**config.mk**
```make
export PLATFORM = sky130hd
export DESIGN_NAME = pipeline_ctrl_flat
export DESIGN_NICKNAME = d
export VERILOG_FILES = /design/src/rtl/pipeline_ctrl_pkg.sv /design/src/rtl/pipeline_ctrl_if.sv /design/src/rtl/pipeline_ctrl_sat_counter.sv /design/src/rtl/pipeline_ctrl.sv /design/src/flat_wrapper.sv
export SDC_FILE = /design/constraint.sdc
export NUM_CORES = 1
export LEC_CHECK = 0
export CAP_MARGIN = 20
export CELL_PAD_IN_SITES_DETAIL_PLACEMENT = 1
export CELL_PAD_IN_SITES_GLOBAL_PLACEMENT = 1
export CORE_MARGIN = 3
export CORE_UTILIZATION = 28
export CTS_CLUSTER_SIZE = 16
export DETAILED_ROUTE_END_ITERATION = 10
export GPL_TIMING_DRIVEN = 0
export PLACE_DENSITY_LB_ADDON = 0.1
export RECOVER_POWER = 50
export SYNTH_ARGS = -nofsm -noshare
export SYNTH_HDL_FRONTEND = slang
export SYNTH_SLANG_ARGS = --single-unit
```
**constraint.sdc**
```tcl
create_clock -name clk -period 2.1 [get_ports clk]
set_clock_uncertainty 0.1 [all_clocks]
set_input_delay 0.42 -clock clk [delete_from_list [all_inputs] [get_ports clk]]
set_output_delay 0.42 -clock clk [all_outputs]
set_load 0.03 [all_outputs]
```
**src/rtl/pipeline_ctrl_pkg.sv**
```systemverilog
// Shared definitions for the pipeline hazard/stall controller.
// Holds the controller FSM state encoding, the EX operand-forward select
// encodings and the forward-select helper used for both EX operands.
package pipeline_ctrl_pkg;

  typedef enum logic [1:0] {
    StRun    = 2'd0,
    StDstall = 2'd1,
    StErr    = 2'd2
  } state_e;

  localparam logic [1:0] FwdReg = 2'b00;  // operand from register file
  localparam logic [1:0] FwdEm  = 2'b01;  // operand from EM alu_result
  localparam logic [1:0] FwdMw  = 2'b10;  // operand from WB result

  // The younger (EM) producer wins over WB; register 0 is never forwarded.
  function automatic logic [1:0] fwd_sel(input logic [4:0] src,
                                         input logic [4:0] em_dst,
                                         input logic       em_rw,
                                         input logic [4:0] mw_dst,
                                         input logic       mw_rw);
    if (em_rw && (em_dst != 5'd0) && (em_dst == src)) begin
      return FwdEm;
    end else if (mw_rw && (mw_dst != 5'd0) && (mw_dst == src)) begin
      return FwdMw;
    end
    return FwdReg;
  endfunction

endpackage

```
**src/rtl/pipeline_ctrl_if.sv**
```systemverilog
// Signal bundle between the hazard controller and the 5-stage datapath.
// master: the controller (samples stage fields, drives enables/flushes/selects).
// slave:  the datapath (drives stage fields and memory readiness).
interface pipeline_ctrl_if #(
  parameter int unsigned CNT_W = 16
);
  // Stage fields from the datapath
  logic [4:0] id_rs, id_rt;
  logic       id_use_rs, id_use_rt;
  logic [4:0] de_rs, de_rt, de_dst_reg;
  logic       de_mem_read;
  logic [4:0] em_dst_reg;
  logic       em_reg_write, em_mem_read, em_mem_write;
  logic       em_branch, em_alu_zero, em_jmp;
  logic [4:0] mw_dst_reg;
  logic       mw_reg_write;
  logic       imem_ready, dmem_ready;
  // Controls back to the datapath
  logic       pc_wren, pc_sel;
  logic       fd_wren, de_wren, em_wren, mw_wren;
  logic       fd_flush, de_flush, em_flush;
  logic       dmem_req;
  logic [1:0] fwd_a, fwd_b;
  logic       bus_err;
  logic [CNT_W-1:0] stall_cnt, flush_cnt;

  modport master (
    input  id_rs, id_rt, id_use_rs, id_use_rt,
    input  de_rs, de_rt, de_dst_reg, de_mem_read,
    input  em_dst_reg, em_reg_write, em_mem_read, em_mem_write,
    input  em_branch, em_alu_zero, em_jmp,
    input  mw_dst_reg, mw_reg_write, imem_ready, dmem_ready,
    output pc_wren, pc_sel, fd_wren, de_wren, em_wren, mw_wren,
    output fd_flush, de_flush, em_flush, dmem_req, fwd_a, fwd_b,
    output bus_err, stall_cnt, flush_cnt
  );

  modport slave (
    output id_rs, id_rt, id_use_rs, id_use_rt,
    output de_rs, de_rt, de_dst_reg, de_mem_read,
    output em_dst_reg, em_reg_write, em_mem_read, em_mem_write,
    output em_branch, em_alu_zero, em_jmp,
    output mw_dst_reg, mw_reg_write, imem_ready, dmem_ready,
    input  pc_wren, pc_sel, fd_wren, de_wren, em_wren, mw_wren,
    input  fd_flush, de_flush, em_flush, dmem_req, fwd_a, fwd_b,
    input  bus_err, stall_cnt, flush_cnt
  );

endinterface

```
**src/rtl/pipeline_ctrl_sat_counter.sv**
```systemverilog
// Saturating up-counter: increments on inc_i, holds at all-ones, never wraps.
// Ports: clk, reset_n (async active-low), inc_i, cnt_o (CNT_W bits).
module sat_counter #(
  parameter int unsigned CNT_W = 16
) (
  input  logic             clk,
  input  logic             reset_n,
  input  logic             inc_i,
  output logic [CNT_W-1:0] cnt_o
);

  logic [CNT_W-1:0] cnt_q, cnt_d;

  always_comb begin
    cnt_d = cnt_q;
    if (inc_i && (cnt_q != '1)) begin
      cnt_d = cnt_q + 1'b1;
    end
  end

  always_ff @(posedge clk or negedge reset_n) begin
    if (!reset_n) begin
      cnt_q <= '0;
    end else begin
      cnt_q <= cnt_d;
    end
  end

  assign cnt_o = cnt_q;

endmodule

```
**src/rtl/pipeline_ctrl.sv**
```systemverilog
// Hazard and stall controller for the IF/ID/EX/MEM/WB pipeline.
// Ports: clk, reset_n (async active-low), bus (pipeline_ctrl_if.master):
//   stage register/memory-ready inputs in; PC/stage write enables, bubble
//   flushes, pc_sel, dmem_req, EX forward selects, sticky bus_err and
//   saturating stall/flush counters out.
module pipeline_ctrl
  import pipeline_ctrl_pkg::*;
#(
  parameter int unsigned MAX_WAIT = 16,
  parameter int unsigned CNT_W    = 16
) (
  input  logic             clk,
  input  logic             reset_n,
  pipeline_ctrl_if.master  bus
);

  localparam int unsigned WaitW = $clog2(MAX_WAIT);
  localparam logic [WaitW-1:0] WaitLast = WaitW'(MAX_WAIT - 1);

  state_e           state_q, state_d;
  logic [WaitW-1:0] wait_cnt_q, wait_cnt_d;

  logic dmem_req, dstall, taken, loaduse;
  logic pc_wren, pc_sel, fd_wren, de_wren, em_wren, mw_wren;
  logic fd_flush, de_flush, em_flush;

  always_comb begin
    dmem_req = (bus.em_mem_read | bus.em_mem_write) & (state_q != StErr);
    dstall   = dmem_req & ~bus.dmem_ready;
    taken    = bus.em_jmp | (bus.em_branch & bus.em_alu_zero);
    loaduse  = bus.de_mem_read & (bus.de_dst_reg != 5'd0) &
               ((bus.id_use_rs & (bus.id_rs == bus.de_dst_reg)) |
                (bus.id_use_rt & (bus.id_rt == bus.de_dst_reg)));
  end

  // Next state and stall-length tracking
  always_comb begin
    state_d    = state_q;
    wait_cnt_d = '0;
    unique case (state_q)
      StRun: begin
        if (dstall) begin
          state_d    = StDstall;
          wait_cnt_d = wait_cnt_q + 1'b1;
        end
      end
      StDstall: begin
        if (!dstall) begin
          state_d = StRun;
        end else if (wait_cnt_q == WaitLast) begin
          state_d = StErr;
        end else begin
          wait_cnt_d = wait_cnt_q + 1'b1;
        end
      end
      StErr:   state_d = StErr;
      default: state_d = StErr;
    endcase
  end

  // Pipeline control, highest priority first
  always_comb begin
    pc_wren  = 1'b1;
    pc_sel   = 1'b0;
    fd_wren  = 1'b1;
    de_wren  = 1'b1;
    em_wren  = 1'b1;
    mw_wren  = 1'b1;
    fd_flush = 1'b0;
    de_flush = 1'b0;
    em_flush = 1'b0;
    if ((state_q == StErr) || dstall) begin
      // Full freeze; a frozen WB just repeats the same register write.
      pc_wren = 1'b0;
      fd_wren = 1'b0;
      de_wren = 1'b0;
      em_wren = 1'b0;
      mw_wren = 1'b0;
    end else if (taken) begin
      pc_sel   = 1'b1;
      fd_flush = 1'b1;
      de_flush = 1'b1;
      em_flush = 1'b1;
    end else if (loaduse || !bus.imem_ready) begin
      // Hold PC/IF-ID, inject a bubble into EX, let downstream drain.
      pc_wren  = 1'b0;
      fd_wren  = 1'b0;
      de_flush = 1'b1;
    end
  end

  always_ff @(posedge clk or negedge reset_n) begin
    if (!reset_n) begin
      state_q    <= StRun;
      wait_cnt_q <= '0;
    end else begin
      state_q    <= state_d;
      wait_cnt_q <= wait_cnt_d;
    end
  end

  // Controls are forced low while reset is asserted
  assign bus.pc_wren  = pc_wren  & reset_n;
  assign bus.pc_sel   = pc_sel   & reset_n;
  assign bus.fd_wren  = fd_wren  & reset_n;
  assign bus.de_wren  = de_wren  & reset_n;
  assign bus.em_wren  = em_wren  & reset_n;
  assign bus.mw_wren  = mw_wren  & reset_n;
  assign bus.fd_flush = fd_flush & reset_n;
  assign bus.de_flush = de_flush & reset_n;
  assign bus.em_flush = em_flush & reset_n;
  assign bus.dmem_req = dmem_req & reset_n;
  assign bus.bus_err  = (state_q == StErr);

  assign bus.fwd_a = fwd_sel(bus.de_rs, bus.em_dst_reg, bus.em_reg_write,
                             bus.mw_dst_reg, bus.mw_reg_write);
  assign bus.fwd_b = fwd_sel(bus.de_rt, bus.em_dst_reg, bus.em_reg_write,
                             bus.mw_dst_reg, bus.mw_reg_write);

  sat_counter #(
    .CNT_W (CNT_W)
  ) u_stall_cnt (
    .clk     (clk),
    .reset_n (reset_n),
    .inc_i   (~pc_wren),
    .cnt_o   (bus.stall_cnt)
  );

  sat_counter #(
    .CNT_W (CNT_W)
  ) u_flush_cnt (
    .clk     (clk),
    .reset_n (reset_n),
    .inc_i   (pc_sel),
    .cnt_o   (bus.flush_cnt)
  );

endmodule

```
**src/flat_wrapper.sv**
```systemverilog
// flat-port wrapper written by rule: the top's interface ports become plain ports
module pipeline_ctrl_flat import pipeline_ctrl_pkg::*;
#(
  parameter int unsigned MAX_WAIT = 16,
  parameter int unsigned CNT_W    = 16
)
  (clk, reset_n, bus_id_rs, bus_id_rt, bus_id_use_rs, bus_id_use_rt, bus_de_rs, bus_de_rt, bus_de_dst_reg, bus_de_mem_read, bus_em_dst_reg, bus_em_reg_write, bus_em_mem_read, bus_em_mem_write, bus_em_branch, bus_em_alu_zero, bus_em_jmp, bus_mw_dst_reg, bus_mw_reg_write, bus_imem_ready, bus_dmem_ready, bus_pc_wren, bus_pc_sel, bus_fd_wren, bus_de_wren, bus_em_wren, bus_mw_wren, bus_fd_flush, bus_de_flush, bus_em_flush, bus_dmem_req, bus_fwd_a, bus_fwd_b, bus_bus_err, bus_stall_cnt, bus_flush_cnt);
  pipeline_ctrl_if #(.CNT_W(CNT_W)) bus_i ();
  input  logic clk;
  input  logic reset_n;
  input wire logic [$bits(bus_i.id_rs)-1:0] bus_id_rs;
  input wire logic [$bits(bus_i.id_rt)-1:0] bus_id_rt;
  input wire logic [$bits(bus_i.id_use_rs)-1:0] bus_id_use_rs;
  input wire logic [$bits(bus_i.id_use_rt)-1:0] bus_id_use_rt;
  input wire logic [$bits(bus_i.de_rs)-1:0] bus_de_rs;
  input wire logic [$bits(bus_i.de_rt)-1:0] bus_de_rt;
  input wire logic [$bits(bus_i.de_dst_reg)-1:0] bus_de_dst_reg;
  input wire logic [$bits(bus_i.de_mem_read)-1:0] bus_de_mem_read;
  input wire logic [$bits(bus_i.em_dst_reg)-1:0] bus_em_dst_reg;
  input wire logic [$bits(bus_i.em_reg_write)-1:0] bus_em_reg_write;
  input wire logic [$bits(bus_i.em_mem_read)-1:0] bus_em_mem_read;
  input wire logic [$bits(bus_i.em_mem_write)-1:0] bus_em_mem_write;
  input wire logic [$bits(bus_i.em_branch)-1:0] bus_em_branch;
  input wire logic [$bits(bus_i.em_alu_zero)-1:0] bus_em_alu_zero;
  input wire logic [$bits(bus_i.em_jmp)-1:0] bus_em_jmp;
  input wire logic [$bits(bus_i.mw_dst_reg)-1:0] bus_mw_dst_reg;
  input wire logic [$bits(bus_i.mw_reg_write)-1:0] bus_mw_reg_write;
  input wire logic [$bits(bus_i.imem_ready)-1:0] bus_imem_ready;
  input wire logic [$bits(bus_i.dmem_ready)-1:0] bus_dmem_ready;
  output wire logic [$bits(bus_i.pc_wren)-1:0] bus_pc_wren;
  output wire logic [$bits(bus_i.pc_sel)-1:0] bus_pc_sel;
  output wire logic [$bits(bus_i.fd_wren)-1:0] bus_fd_wren;
  output wire logic [$bits(bus_i.de_wren)-1:0] bus_de_wren;
  output wire logic [$bits(bus_i.em_wren)-1:0] bus_em_wren;
  output wire logic [$bits(bus_i.mw_wren)-1:0] bus_mw_wren;
  output wire logic [$bits(bus_i.fd_flush)-1:0] bus_fd_flush;
  output wire logic [$bits(bus_i.de_flush)-1:0] bus_de_flush;
  output wire logic [$bits(bus_i.em_flush)-1:0] bus_em_flush;
  output wire logic [$bits(bus_i.dmem_req)-1:0] bus_dmem_req;
  output wire logic [$bits(bus_i.fwd_a)-1:0] bus_fwd_a;
  output wire logic [$bits(bus_i.fwd_b)-1:0] bus_fwd_b;
  output wire logic [$bits(bus_i.bus_err)-1:0] bus_bus_err;
  output wire logic [$bits(bus_i.stall_cnt)-1:0] bus_stall_cnt;
  output wire logic [$bits(bus_i.flush_cnt)-1:0] bus_flush_cnt;
  assign bus_i.id_rs = bus_id_rs;
  assign bus_i.id_rt = bus_id_rt;
  assign bus_i.id_use_rs = bus_id_use_rs;
  assign bus_i.id_use_rt = bus_id_use_rt;
  assign bus_i.de_rs = bus_de_rs;
  assign bus_i.de_rt = bus_de_rt;
  assign bus_i.de_dst_reg = bus_de_dst_reg;
  assign bus_i.de_mem_read = bus_de_mem_read;
  assign bus_i.em_dst_reg = bus_em_dst_reg;
  assign bus_i.em_reg_write = bus_em_reg_write;
  assign bus_i.em_mem_read = bus_em_mem_read;
  assign bus_i.em_mem_write = bus_em_mem_write;
  assign bus_i.em_branch = bus_em_branch;
  assign bus_i.em_alu_zero = bus_em_alu_zero;
  assign bus_i.em_jmp = bus_em_jmp;
  assign bus_i.mw_dst_reg = bus_mw_dst_reg;
  assign bus_i.mw_reg_write = bus_mw_reg_write;
  assign bus_i.imem_ready = bus_imem_ready;
  assign bus_i.dmem_ready = bus_dmem_ready;
  assign bus_pc_wren = bus_i.pc_wren;
  assign bus_pc_sel = bus_i.pc_sel;
  assign bus_fd_wren = bus_i.fd_wren;
  assign bus_de_wren = bus_i.de_wren;
  assign bus_em_wren = bus_i.em_wren;
  assign bus_mw_wren = bus_i.mw_wren;
  assign bus_fd_flush = bus_i.fd_flush;
  assign bus_de_flush = bus_i.de_flush;
  assign bus_em_flush = bus_i.em_flush;
  assign bus_dmem_req = bus_i.dmem_req;
  assign bus_fwd_a = bus_i.fwd_a;
  assign bus_fwd_b = bus_i.fwd_b;
  assign bus_bus_err = bus_i.bus_err;
  assign bus_stall_cnt = bus_i.stall_cnt;
  assign bus_flush_cnt = bus_i.flush_cnt;
  pipeline_ctrl #(.MAX_WAIT(MAX_WAIT), .CNT_W(CNT_W)) u_core (.clk(clk), .reset_n(reset_n), .bus(bus_i));
endmodule
```
==> flow_metrics.tcl <==
set metrics [dict create \
    status "complete, but fails checks" \
    failed_checks "setup timing" \
    post_synth_num_cell_types 37 \
    setup_viol 11 \
    synthTopCellsByArea "dfrtp_1 42%, xnor2_1 16%, xor2_1 7.0%, nand4_1 4.1%, nand3_1 2.7%" \
    setup_slack_ps -232 \
    required_ps 1580 \
    swShare 0.381 \
    yosysTopAreaCell "dfrtp_1" \
    power.share.combinational 0.426 \
    io_pins 96 \
    start_util 0.290 \
    p_leak_nw 1.67 \
    grt_pass1_wl_um 10400 \
    dp_hpwl_um 5000 \
    rows 32 \
    ir_drop_mv 0.661 \
    gp_congestion 0.748 \
    clkPwrFrac 0.193 \
    syn-num-nets 274 \
    r2r_cells 8 \
    dp_cells 420 \
    antenna_cells 0 \
    cp-start-kind "input pin" \
    core_mm2 0.00781 \
    drt_pass1_iterations 4 \
    drt-wirelength-per-cell_um 14.8 \
    wl_met2_um 3310 \
    pre_cts_ws_ps -1230 \
    crit_fanout 3 \
    hold_viol_final 0 \
    clock_latency_ps 280 \
    met3WireLength_um 282 \
    synthArstFlopShare 1.00 \
    final_cells 450 \
    p_switching_mw 1.04 \
    overflow 0 \
    fmax_ghz 0.429 \
    cts_max_level 2 \
    total_power_mw 2.74 \
    antenna_left 0 \
    dieArea_mm2 0.00920 \
    hold_class "input pin to async pin" \
    top_layer_used "met4" \
    wl_met1_um 3050 \
    report.final.slew_viol_count 0 \
    final_cell_area_mm2 0.00378 \
    track_usage 0.142 \
    rsz0062_at_grt "true" \
    grt_antenna_before_repair 0 \
    synth_area_mm2 0.00226 \
    clkTransAtPathRegs_ps 80 \
    tightest_slew_ps 369 \
    power_density_mw_per_mm2 724 \
    min_period_ps 2330 \
    netlist_instances 222 \
    nNetsFinal 399 \
    clk_path_buf_depth 2 \
    layout-area-overhead-vs-synth_pct 67.0 \
    viasPerCell 4.63 \
    critical_path_class "input pin to output port" \
    pwr-share-seq 0.381 \
    first_iter_violations 16 \
    ys_warn_count 0 \
    portBuffers 95 \
    layout-drive-gt1-share 0.333 \
    vias 2085 \
    grt_pass1_vias 2131 \
    ys_seq_elements 38 \
    placed_area_mm2 0.00346 \
    drt-total-wl_um 6660 \
    die_w_um 95.9 \
    crit_path_end_kind "output port" \
    cts_buffers 5 \
    cts_tree "done" \
    numClockSinks 38 \
    grt_max_degree 35 \
    synth_top_flop_cell "dfrtp_1" \
    root_buffer "clkbuf_8" \
    die_h_um 95.9 \
    p_int_mw 1.69 \
    syn_area_per_cell_um2 10.2 \
    slew_headroom 0.755 \
    synth_top_area_frac 0.420 \
    critPathArrivalTime_ps 1810 \
    drv_cap 0 \
    fin_crit_sh 1.11 \
    drc 0 \
    synth_edf_count 0 \
    yosysSeqAreaShare 0.420 \
]
## per-stage QoR
step / utilization / hold slack (ps) / setup TNS [ps]
detailed placement: 0.444 / 183 / -22940
floorplan: - / 24.4 / -282
finish: 0.484 / 83.4 / -925
global route: 0.484 / 99.5 / -2950
global placement: 0.442 / 358 / -57270
CTS: 0.466 / 14.6 / -1290
## worst paths after layout
path | end | slack, ps | start
hold / removal | u_core.u_stall_cnt.cnt_o[9] | 80 | reset_n
min in group clk | u_core.wait_cnt_q[0] | 380 | u_core.wait_cnt_q[0]
hold reg to reg | u_core.wait_cnt_q[0] | 380 | u_core.wait_cnt_q[0]
setup / recovery | bus_pc_wren | -230 | bus_de_dst_reg[0]
max in group asynchronous | u_core.u_stall_cnt.cnt_o[2] | 1090 | reset_n
setup reg to reg | u_core.u_flush_cnt.cnt_o[13] | 60 | u_core.u_flush_cnt.cnt_o[0]
## placed cells by master, fill, tap and decap left out, types with 2 or more instances in the layout
| master | instances |
|---|---|
| xnor2_1 | 40 |
| clkdlybuf4s50_1 | 40 |
| dfrtp_1 | 36 |
| buf_4 | 22 |
| xor2_1 | 18 |
| buf_6 | 18 |
| nand4_1 | 15 |
| nand2_1 | 15 |
| dlygate4sd2_1 | 11 |
| nor2_1 | 10 |
| nand3_1 | 9 |
| clkbuf_2 | 8 |
| buf_2 | 7 |
| clkbuf_8 | 6 |
| dlymetal6s2s_1 | 6 |
| and3_1 | 5 |
| or4_4 | 5 |
| nor4_4 | 5 |
| inv_1 | 4 |
| and3_4 | 4 |
| clkbuf_1 | 4 |
| buf_8 | 4 |
| o21bai_1 | 3 |
| nand3_2 | 3 |
| nor3_1 | 2 |
| o21ai_4 | 2 |
| xnor2_2 | 2 |
| inv_2 | 2 |
| nor2_2 | 2 |
| nor2_4 | 2 |
| a21oi_1 | 2 |
| o21ai_2 | 2 |
| nand4_2 | 2 |
| mux2_2 | 2 |
| and4_4 | 2 |
| and2_1 | 2 |
| ha_1 | 2 |
| dfrtp_2 | 2 |
## critical path: stages
cell and delay [ps]:
buf_8 90, or4_4 540, o21ai_4 160, inv_2 60
a21boi_4 160, nor2_2 60, nor2_4 100, buf_6 100
buf_6 110
## synth_stat cells (3+ instances only)
master	n
a21oi_1	3
and3_1	6
and3_4	3
buf_4	5
dfrtp_1	38
ha_1	3
inv_1	6
nand2_1	16
nand3_1	12
nand4_1	15
nor2_1	14
nor4_1	4
o21ai_0	3
o21bai_1	3
or4_1	5
xnor2_1	42
xor2_1	18
## routing by layer
layer,vias to the layer above,track usage
met4,0,0.0213
met2,46,0.233
li1,1017,-
met1,1020,0.197
met5,-,0
met3,2,0.0281
## cell families after synthesis
group                    Yosys count  synth area share
XOR/XNOR                          60             0.232
multiplexers                       4            0.0193
adder cells (fa/ha/maj)            3            0.0166
flip-flops                        38             0.420
AO/OA/AOI/OAI                     14            0.0425
buffers and inverters             13            0.0331
AND/OR/NAND/NOR                   90             0.236
## repair_timing
action	in CTS	in global routing
setup endpoints to repair	37	22
hold buffers	1	0
pin swaps	21	34
buffers inserted	9	13
gates cloned	0	0
hold endpoints to repair	6	0
resized for setup	172	62
## power groups by stage
stage	clock network (mW)	logic [mW]	registers, mW
after floorplan	0	0.367	1.27
after global placement	0	1.07	1.07
after detailed placement	0	1.09	1.06
after CTS	0.549	1.14	1.04
after global routing	0.589	1.25	1.07
final	0.529	1.17	1.04
## layout make-up
cell class	instances	area, µm²
Buffer	7	60.1
Clock buffer	6	82.6
Clock inverter	2	12.5
Fill cell	887	4030
Inverter	6	22.5
Multi-Input combinational cell	171	1430
Sequential cell	38	953
Tap cell	102	128
Timing Repair Buffer	118	1090
## state kept, by name, indices dropped and copies added, names as in the netlist
register,count
u_core.wait_cnt_q,4
u_core.u_flush_cnt.cnt_o,16
u_core.u_stall_cnt.cnt_o,16
u_core.state_q,2
Power figures use the tool's default switching activity.
